<file path="src/rtl/ps2_mouse_pkg.sv">
// Shared definitions for the PS/2 mouse receive path and the VGA painter.
package ps2_mouse_pkg;

    localparam int FRAME_BITS = 11;

    localparam int H_RES_DEF = 640;
    localparam int V_RES_DEF = 480;

    // Byte-0 field positions of a standard 3-byte mouse packet.
    localparam int B0_LEFT  = 0;
    localparam int B0_RIGHT = 1;
    localparam int B0_SYNC  = 3;
    localparam int B0_XSIGN = 4;
    localparam int B0_YSIGN = 5;
    localparam int B0_XOVF  = 6;
    localparam int B0_YOVF  = 7;

    typedef enum logic [1:0] {
        FS_IDLE   = 2'd0,
        FS_DATA   = 2'd1,
        FS_PARITY = 2'd2,
        FS_STOP   = 2'd3
    } frame_state_t;

    // Limit a signed candidate coordinate to 0..lim-1.
    function automatic logic [9:0] clamp_coord(input logic signed [11:0] v, input int lim);
        logic signed [11:0] hi;
        hi = 12'(lim - 1);
        if (v[11])
            return '0;
        else if (v > hi)
            return 10'(hi);
        else
            return 10'(v);
    endfunction

endpackage

</file>
<file path="src/rtl/ps2_rx_frame.sv">
// PS/2 device-to-host frame receiver: input synchronizers, ps2_clk glitch
// filter, 11-bit frame FSM and idle timeout.
//
//   state     | meaning
//   ----------+---------------------------------------------
//   FS_IDLE   | waiting for a start bit (0)
//   FS_DATA   | shifting in 8 data bits, LSB first
//   FS_PARITY | capturing the odd-parity bit
//   FS_STOP   | checking the stop bit, then report byte/error
module ps2_rx_frame
    import ps2_mouse_pkg::*;
#(
    parameter int FILT_LEN    = 8,
    parameter int TIMEOUT_CYC = 10000
) (
    input  logic       clk_100MHz,
    input  logic       rst_n,
    input  logic       ps2_clk,
    input  logic       ps2_data,
    input  logic       pkt_busy,
    output logic [7:0] rx_byte,
    output logic       byte_valid,
    output logic       frame_err,
    output logic       pkt_abort
);

    localparam int FC_W = $clog2(FILT_LEN + 1);
    localparam int TO_W = $clog2(TIMEOUT_CYC + 1);
    localparam logic [FC_W-1:0] FILT_LAST = FC_W'(FILT_LEN - 1);
    localparam logic [TO_W-1:0] TO_LIMIT  = TO_W'(TIMEOUT_CYC);

    logic [1:0]      clk_sync;
    logic [1:0]      data_sync;
    logic            clk_s;
    logic            data_s;
    logic            clk_filt;
    logic [FC_W-1:0] filt_cnt;
    logic            strobe;
    logic [TO_W-1:0] to_cnt;
    logic            to_hit;
    logic            timeout;
    frame_state_t    state;
    logic [2:0]      bit_cnt;
    logic [7:0]      shreg;
    logic            par_bit;

    assign clk_s  = clk_sync[1];
    assign data_s = data_sync[1];

    // Filtered clock falls on the cycle the last of FILT_LEN low samples arrives.
    assign strobe = clk_filt && !clk_s && (filt_cnt == FILT_LAST);

    assign to_hit    = (to_cnt == TO_LIMIT);
    assign timeout   = to_hit && !strobe && ((state != FS_IDLE) || pkt_busy);
    assign pkt_abort = timeout;

    // The shift register holds the byte until the next frame's data bits.
    assign rx_byte = shreg;

    // Two-flop synchronizers; PS/2 lines idle high.
    always_ff @(posedge clk_100MHz or negedge rst_n) begin
        if (!rst_n) begin
            clk_sync  <= 2'b11;
            data_sync <= 2'b11;
        end else begin
            clk_sync  <= {clk_sync[0], ps2_clk};
            data_sync <= {data_sync[0], ps2_data};
        end
    end

    // Glitch filter: level follows clk_s only after FILT_LEN equal samples.
    always_ff @(posedge clk_100MHz or negedge rst_n) begin
        if (!rst_n) begin
            clk_filt <= 1'b1;
            filt_cnt <= '0;
        end else if (clk_s == clk_filt) begin
            filt_cnt <= '0;
        end else if (filt_cnt == FILT_LAST) begin
            clk_filt <= clk_s;
            filt_cnt <= '0;
        end else begin
            filt_cnt <= filt_cnt + 1'b1;
        end
    end

    // Idle counter: cleared by every strobe, saturates at the timeout limit.
    always_ff @(posedge clk_100MHz or negedge rst_n) begin
        if (!rst_n)
            to_cnt <= '0;
        else if (strobe)
            to_cnt <= '0;
        else if (!to_hit)
            to_cnt <= to_cnt + 1'b1;
    end

    // Frame FSM, advancing one step per bit strobe; timeout returns it to idle.
    always_ff @(posedge clk_100MHz or negedge rst_n) begin
        if (!rst_n) begin
            state      <= FS_IDLE;
            bit_cnt    <= '0;
            shreg      <= '0;
            par_bit    <= 1'b0;
            byte_valid <= 1'b0;
            frame_err  <= 1'b0;
        end else begin
            byte_valid <= 1'b0;
            frame_err  <= 1'b0;
            if (strobe) begin
                case (state)
                    FS_IDLE: begin
                        if (!data_s) begin
                            state   <= FS_DATA;
                            bit_cnt <= '0;
                        end
                    end
                    FS_DATA: begin
                        shreg <= {data_s, shreg[7:1]};
                        if (bit_cnt == 3'd7)
                            state <= FS_PARITY;
                        else
                            bit_cnt <= bit_cnt + 1'b1;
                    end
                    FS_PARITY: begin
                        par_bit <= data_s;
                        state   <= FS_STOP;
                    end
                    default: begin
                        state <= FS_IDLE;
                        if (data_s && (^{shreg, par_bit}))
                            byte_valid <= 1'b1;
                        else
                            frame_err <= 1'b1;
                    end
                endcase
            end else if (timeout) begin
                state     <= FS_IDLE;
                frame_err <= (state != FS_IDLE);
            end
        end
    end

endmodule

</file>
<file path="src/rtl/ps2_mouse_tracker.sv">
// PS/2 mouse pointer tracker: assembles 3-byte movement packets and keeps a
// clamped on-screen pointer position plus left/right button levels.
module ps2_mouse_tracker
    import ps2_mouse_pkg::*;
#(
    parameter int H_RES       = H_RES_DEF,
    parameter int V_RES       = V_RES_DEF,
    parameter int FILT_LEN    = 8,
    parameter int TIMEOUT_CYC = 10000
) (
    input  logic       clk_100MHz,
    input  logic       rst_n,
    input  logic       ps2_clk,
    input  logic       ps2_data,
    output logic [9:0] xm,
    output logic [9:0] ym,
    output logic       btn_left,
    output logic       btn_right,
    output logic       pkt_valid,
    output logic       frame_err
);

    logic [7:0]         rx_byte;
    logic               byte_valid;
    logic               rx_err;
    logic               pkt_abort;
    logic [1:0]         pkt_idx;
    logic               hdr_left;
    logic               hdr_right;
    logic               hdr_xsign;
    logic               hdr_ysign;
    logic               hdr_xovf;
    logic               hdr_yovf;
    logic [7:0]         dx_byte;
    logic signed [11:0] dx_ext;
    logic signed [11:0] dy_ext;
    logic signed [11:0] x_next;
    logic signed [11:0] y_next;

    ps2_rx_frame #(
        .FILT_LEN    (FILT_LEN),
        .TIMEOUT_CYC (TIMEOUT_CYC)
    ) u_rx (
        .clk_100MHz (clk_100MHz),
        .rst_n      (rst_n),
        .ps2_clk    (ps2_clk),
        .ps2_data   (ps2_data),
        .pkt_busy   (pkt_idx != 2'd0),
        .rx_byte    (rx_byte),
        .byte_valid (byte_valid),
        .frame_err  (rx_err),
        .pkt_abort  (pkt_abort)
    );

    assign frame_err = rx_err;

    // 9-bit deltas sign-extended to 12 bits; dy comes straight from the byte on the wire.
    assign dx_ext = {{4{hdr_xsign}}, dx_byte};
    assign dy_ext = {{4{hdr_ysign}}, rx_byte};
    assign x_next = $signed({2'b00, xm}) + dx_ext;
    assign y_next = $signed({2'b00, ym}) - dy_ext;

    // Packet assembly and pointer/button update on the third byte.
    always_ff @(posedge clk_100MHz or negedge rst_n) begin
        if (!rst_n) begin
            pkt_idx   <= 2'd0;
            hdr_left  <= 1'b0;
            hdr_right <= 1'b0;
            hdr_xsign <= 1'b0;
            hdr_ysign <= 1'b0;
            hdr_xovf  <= 1'b0;
            hdr_yovf  <= 1'b0;
            dx_byte   <= '0;
            xm        <= 10'(H_RES / 2);
            ym        <= 10'(V_RES / 2);
            btn_left  <= 1'b0;
            btn_right <= 1'b0;
            pkt_valid <= 1'b0;
        end else begin
            pkt_valid <= 1'b0;
            if (rx_err || pkt_abort) begin
                pkt_idx <= 2'd0;
            end else if (byte_valid) begin
                case (pkt_idx)
                    2'd0: begin
                        // Bytes without the always-one sync bit are dropped to resync.
                        if (rx_byte[B0_SYNC]) begin
                            hdr_left  <= rx_byte[B0_LEFT];
                            hdr_right <= rx_byte[B0_RIGHT];
                            hdr_xsign <= rx_byte[B0_XSIGN];
                            hdr_ysign <= rx_byte[B0_YSIGN];
                            hdr_xovf  <= rx_byte[B0_XOVF];
                            hdr_yovf  <= rx_byte[B0_YOVF];
                            pkt_idx   <= 2'd1;
                        end
                    end
                    2'd1: begin
                        dx_byte <= rx_byte;
                        pkt_idx <= 2'd2;
                    end
                    default: begin
                        pkt_idx <= 2'd0;
                        if (!hdr_xovf)
                            xm <= clamp_coord(x_next, H_RES);
                        if (!hdr_yovf)
                            ym <= clamp_coord(y_next, V_RES);
                        btn_left  <= hdr_left;
                        btn_right <= hdr_right;
                        pkt_valid <= 1'b1;
                    end
                endcase
            end
        end
    end

endmodule

</file>
<file path="config.mk">
export PLATFORM = sky130hd
export DESIGN_NAME = ps2_mouse_tracker
export DESIGN_NICKNAME = d
export VERILOG_FILES = /design/src/rtl/ps2_mouse_pkg.sv /design/src/rtl/ps2_rx_frame.sv /design/src/rtl/ps2_mouse_tracker.sv
export SDC_FILE = /design/constraint.sdc
export NUM_CORES = 1
export LEC_CHECK = 0
export BUFFER_PORTS_ARGS = -buffer_cell sky130_fd_sc_hd__buf_2
export CAP_MARGIN = 5
export CORE_MARGIN = 2
export CORE_UTILIZATION = 60
export CTS_CLUSTER_SIZE = 40
export DETAILED_ROUTE_END_ITERATION = 16
export PLACE_DENSITY = 0.78
export SETUP_SLACK_MARGIN = 0.02
export SLEW_MARGIN = 10
export SYNTH_ARGS = -nofsm -noshare
export SYNTH_HDL_FRONTEND = slang
export SYNTH_SLANG_ARGS = --single-unit
</file>
<file path="constraint.sdc">
create_clock -name clk_100MHz -period 6.7 [get_ports clk_100MHz]
set_input_delay 1.005 -clock clk_100MHz [delete_from_list [all_inputs] [get_ports clk_100MHz]]
set_output_delay 1.005 -clock clk_100MHz [all_outputs]
set_load 0.02 [all_outputs]
</file>
Yosys cells after proc, flatten, opt, wreduce, memory -nomap -nowiden
Cells that the tools add are included.

storage, ports and cells
  register bits after elaboration = 78
  output and inout port bits = 24
  word-level logic and storage cells = 109

operators by class
  $add $sub $neg = 5
  order comparisons = 2
  eq/ne operators = 13
  muxes and demuxes = 30
  bitwise gates (word level) = 5
  reductions and logical operators = 30

operator list
  kind                                                              count
  2-to-1 mux 10 bit                                                 4
  2-to-1 mux 14 bit                                                 2
  AND reduction 4 bit                                               4
  adder 14 x 1 -> 14 bit (second input constant)                    1
  equality test 14 bit (second input constant)                      1
  2-to-1 mux 2 bit                                                  7
  adder 11 x 9 -> 12 bit                                            1
  greater-than comparator 12 x 10 -> 1 bit (second input constant)  1
  greater-than comparator 12 x 11 -> 1 bit (second input constant)  1
  subtractor 11 x 9 -> 12 bit                                       1
  2-to-1 mux 1 bit                                                  10
  nonzero test 2 bit                                                5
  AND reduction 3 bit                                               3
  parity 9 bit                                                      1
  2-to-1 mux 4 bit                                                  2
  AND reduction 2 bit                                               4
  2-to-1 mux 3 bit                                                  2
  inequality test 3 bit (second input constant)                     2
  one-hot mux 2 bit (3 select lines)                                1
  one-hot mux 3 bit (2 select lines)                                1
  logical AND 1 bit                                                 5
  inverter 1 bit                                                    5
  adder 4 x 1 -> 4 bit (second input constant)                      1
  equality test 2 x 1 -> 1 bit (second input constant)              2
  other kinds (14)                                                  18

Depth between registers and ports, before layout
  depth after elaboration = 9
  depth in mapped cells = 12
  mapped depth without buffers = 12

By module
From an unflattened synthesis, not the netlist that was laid out.

unflattened totals
  cell total of the unflattened synthesis = 464
  area, all modules = 4714.5 um^2

modules (own cells, without submodules)
  module             instances  cells an instance  area an instance (um^2)
  ps2_mouse_tracker  1          295                2797.7
  ps2_rx_frame       1          169                1916.8

Worst setup path before layout
Ideal clock, no wire load.

  kind = register to register
  start = reg ym[0]
  end = reg ym[5]
  setup time = 0.080 ns
  data arrival time = 2.706 ns
  setup slack = 3.914 ns
  stages on the path, launching flop included = 12
  path buffers = 0
  cells stage by stage = dfrtp_1 inv_1 ha_1 inv_1 fa_1 a21o_1 a311oi_1 o21bai_1 a21oi_1 xor2_1 o41a_2 a32o_1

on the way
  longest elaborated chain between the ends = 4

ends and longest elaborated chain
  what                                      RTL line                  source
  start, declared                           ps2_mouse_tracker.sv:16   output logic [9:0] ym,
  start signal, assigned                    ps2_mouse_tracker.sv:75   ym <= 10'(V_RES / 2);
  start signal, assigned                    ps2_mouse_tracker.sv:106  ym <= clamp_coord(y_next, V_RES);
  subtractor 11 x 9 -> 12 bit *             ps2_mouse_tracker.sv:61   assign y_next = $signed({2'b00, ym}) - dy_ext;
  greater-than comparator 12 x 10 -> 1 bit  ps2_mouse_pkg.sv:31       else if (v > hi)
  2-to-1 mux 10 bit                         ps2_mouse_pkg.sv:31
  2-to-1 mux 10 bit *                       ps2_mouse_pkg.sv:29       if (v[11])

Mark *: on every way between the ends. The rest lies on a longest branch, timed or not.
A chain may end at the register's enable or synchronous reset.

Worst setup path after layout
  start = reg u_rx.clk_filt
  end = reg ym[2]

on the way
  longest elaborated chain between the ends = 8

ends and longest elaborated chain
  what                                  RTL line                 source
  start, declared                       ps2_rx_frame.sv:36       logic clk_filt;
  start signal, assigned                ps2_rx_frame.sv:79       clk_filt <= clk_s;
  logical AND 1 bit (2 in series)       ps2_rx_frame.sv:51       assign strobe = clk_filt && !clk_s && (filt_cnt == FILT_LAST);
  zero test 1 bit                       ps2_rx_frame.sv:54       assign timeout = to_hit && !strobe && ((state != FS_IDLE) || pkt_busy);
  logical AND 1 bit (2 in series)       ps2_rx_frame.sv:54
  logical OR 1 bit                      ps2_mouse_tracker.sv:81  if (rx_err || pkt_abort) begin
  inverter 1 bit (no source line)       --
  AND reduction 4 bit (no source line)  --

Every way passes these cells.

==> summary.md <==
| Metric | Value |
|---|---|
| DRT Pass-1 Iters | 4 |
| DR WL/cell | 15.1 µm |
| Sw Share | 24.9% |
| Post-synth top flop | dfrtp_1 |
| Synthesized flop and latch total | 78 |
| Setup CP Type | register to register |
| First-pass GRT wire length | 15.5 mm |
| Leak | 2.26 nW |
| Area delta synth->final | 9.45% |
| Fraction of layout cells with a size suffix above 1 | 16.4% |
| Worst Max-Slew Pin Slew | 0.938 ns |
| Starting Density | 61.3% |
| Seq/Total Area, Yosys | 44.4% |
| H-tree depth | 3 |
| Port Buffer Count | 27 |
| Startpoint types | register |
| Total CTS buffers | 9 |
| Part of the power in registers | approximately 56% |
| Vias in the first global route | 3,314 |
| CTS tree | done |
| Maximum clock path buffer count | 2 |
| Reg clk slew, reported paths | 0.08 ns |
| DIE HEIGHT | 89.9 µm |
| Congestion Overflow GR | 0 |
| Unique cell type count in the Yosys netlist | 56 |
| RSZ-0062 raised after global routing | no |
| Post-synthesis net count | 481 |
| Root Buffer | clkbuf_8 |
| Rel. slew slack | a little under two fifths |
| Fin crit period | roughly 3.3 ns |
| Final hold violation count | 0 |
| Status | finished, final reports clean |
| Clk_lat worst skew | 0.35 ns |
| Max-cap viol count | 0 |
| WP data required | 6.92 ns |
| Clock power frac | 38.4% |
| P_sw | 228 µW |
| Sum of negative setup slack | 0 ns |
| Core area | between 0.007 and 0.008 mm² |
| Total die area | 0.00808 mm² |
| Post-synth EDFFs | 0 |
| Clock tree sinks | 78 |
| Syn_area_per_cell | ~10 µm² |
| Cell-internal power | 686 µW |
| Hold Crit Class | register to register |
| Nets | 510 |
| Routed WL | between 8 and 9 mm |
| Fin crit share | 49.9% |
| Crit end category | register |
| IO Count | 28 |
| Worst hold margin | 0.358 ns |
| Post-CTS setup-driven buffer insertion count | 0 |
| Met3 routed WL | 408 µm |
| Resize count post-CTS | 0 |
| YS warnings | 0 |
| Initial DRC count | 176 |
| Vias per cell | 5.78 |
| N_diodes | 0 |
| Peak VDD IR | ~0.12 mV |
| Routed wl met2 | 4.14 mm |
| DRT met1 WL | 4.01 mm |
| Standard-cell rows | 31 |
| Crit path max fanout | 22 |
| Total track usage | 23.5% |
| Worst Clk Skew | 0.0107 ns |
| DP Wirelength | 6.30 mm |
| FFs w/ async S/R, synth | 100% |
| Total power | ~910 µW |
| Routability cong. | 0.902 |
| Final Cell Area | 0.00484 mm² |
| Post-route DRC | 0 |
| Setup violations, final | 0 |
| Hold buffers post-CTS | 0 |
| Antenna Nets Post-Route | 0 |
| Critical path arrival | 3.56 ns |
| Post-DP Area | 0.00465 mm² |
| Slew Viols, Final | 0 |
| Post-Synthesis Cells | 443 |
| Initial antenna violation count | 0 |
| Mapped Area | 0.00442 mm² |
| Vias | around 3,300 |
| Largest net degree at the start of global routing | 79 |
| Pwr/cell area | 189 mW/mm² |
| Fmax | between 0.2 and 0.3 GHz |
| Top sig layer | met4 |
| Die width | ~90 µm |
| Comb power frac | 5.1% |
-- power by group through the flow --
| stage | logic (mW) | registers [mW] | clock network (mW) |
|---|---|---|---|
| 3_3_place_gp | 0.0450 | 0.522 | 0 |
| 6_report | 0.0469 | 0.516 | 0.351 |
| 3_5_place_dp | 0.0478 | 0.524 | 0 |
| 5_1_grt | 0.0552 | 0.520 | 0.381 |
| 4_1_cts | 0.0483 | 0.516 | 0.357 |
| 2_1_floorplan | 0.0315 | 0.518 | 0 |
-- flip-flops by register name, indices dropped and copies added, names as in the netlist --
register         cells
btn_left             1
btn_right            1
dx_byte              8
hdr_left             1
hdr_right            1
hdr_xovf             1
hdr_xsign            1
hdr_yovf             1
hdr_ysign            1
pkt_idx              2
pkt_valid            1
u_rx.bit_cnt         3
u_rx.byte_valid      1
u_rx.clk_filt        1
u_rx.clk_sync        2
u_rx.data_sync       2
u_rx.filt_cnt        4
u_rx.frame_err       1
u_rx.par_bit         1
u_rx.rx_byte         8
u_rx.state           2
u_rx.to_cnt         14
xm                  10
ym                  10
-- through the flow --
| step | std cells | utilization, % | setup WS, ns |
|---|---|---|---|
| 6_report | 576 | 67.1 | 3.36 |
| 5_1_grt | 576 | 67.1 | 3.13 |
| 4_1_cts | 576 | 67.1 | 3.33 |
| 3_5_place_dp | 560 | 64.5 | 3.33 |
| 3_3_place_gp | 560 | 64.5 | 3.45 |
| 2_1_floorplan | 443 | - | 3.91 |
-- layer usage --
layer  up-vias  GRT usage [%]
met3        16           3.86
met4         0           10.0
met2        69           37.6
met1      1606           32.1
li1       1636              -
met5         -              0
-- final timing paths --
| path | startpoint | end | slack (ns) | cells after the start |
|---|---|---|---|---|
| worst min register to register | u_rx.data_sync[0] | u_rx.data_sync[1] | 0.36 | 0 |
| worst max-delay path | u_rx.clk_filt | ym[2] | 3.36 | 9 |
| worst min-delay path | u_rx.data_sync[0] | u_rx.data_sync[1] | 0.36 | 0 |
| max in group asynchronous | rst_n | btn_left | 5.31 | 1 |
| min in group asynchronous | rst_n | xm[7] | 0.80 | 1 |
| worst max register to register | u_rx.clk_filt | ym[2] | 3.36 | 9 |
-- synthesized netlist by cell type, drive strengths merged, types with 4 or more instances --
cell / n / area share (%)
o2111ai: 4 / 1.1
nor3: 7 / 0.91
or3: 6 / 0.85
a21o: 5 / 0.85
dfrtp: 67 / 38
nand4: 4 / 0.71
clkbuf: 7 / 0.59
a21oi: 25 / 2.8
inv: 30 / 2.5
xnor2: 20 / 4.0
nand2: 43 / 3.6
nor2: 30 / 2.5
o211ai: 4 / 0.68
nand3: 9 / 1.0
nand2b: 10 / 1.4
o21ai: 31 / 3.5
a22o: 5 / 0.99
mux2: 15 / 3.8
a22oi: 14 / 2.4
xor2: 14 / 2.8
dfstp: 11 / 6.5
o31ai: 4 / 0.68
ha: 32 / 9.0
-- critical path, cell delays in order, from the launching register on --
cell and delay [ns]:
dfstp_2 0.54, ha_1 0.13, and4b_1 0.68, a21o_1 0.18, o2111ai_2 0.18, or2_1 0.41, or3b_1 0.42, nor3b_2 0.29
o41a_2 0.27, a22oi_1 0.10
-- cell families (layout without fill, tap and decap cells) --
logic type      count (synthesis)  in the layout  share of synthesized area, %
buf+inv                        39             73                          3.31
fa+ha+maj                      34             34                          9.95
flops                          78             78                          44.4
mux                            15             15                          3.82
compound gates                115            115                          17.4
simple gates                  128            128                          14.3
xor+xnor                       34             34                          6.73
-- cell usage in the layout, fill, tap and decap left out, types with 3 or more instances in the layout --
master	synthesis	routed
nor2_1	30	30
a22o_1	5	5
a21o_1	5	5
or3_1	6	6
nand4_1	3	3
o211ai_1	4	4
o21ai_0	31	31
clkbuf_8	0	9
nor2b_1	3	3
dfstp_2	11	11
o21bai_1	3	3
xor2_1	14	14
o41ai_1	3	3
a21oi_1	25	25
nand3_1	9	9
mux2_2	15	15
a31o_2	3	3
inv_1	30	30
dfrtp_1	67	67
buf_2	0	26
o31ai_1	4	4
nand2b_1	10	10
nand2_1	43	43
ha_1	32	32
nor3_1	6	6
xnor2_1	20	20
a22oi_1	14	14
-- area by class of cell --
type,instances,area (µm²)
inverter,30,113
fill,595,2370
clock inverter,5,58.8
multi-input combinational,326,2310
clock buffer,11,131
tap,99,124
timing repair buffer,27,138
sequential,78,1970
(Power assumes the default switching activity.)
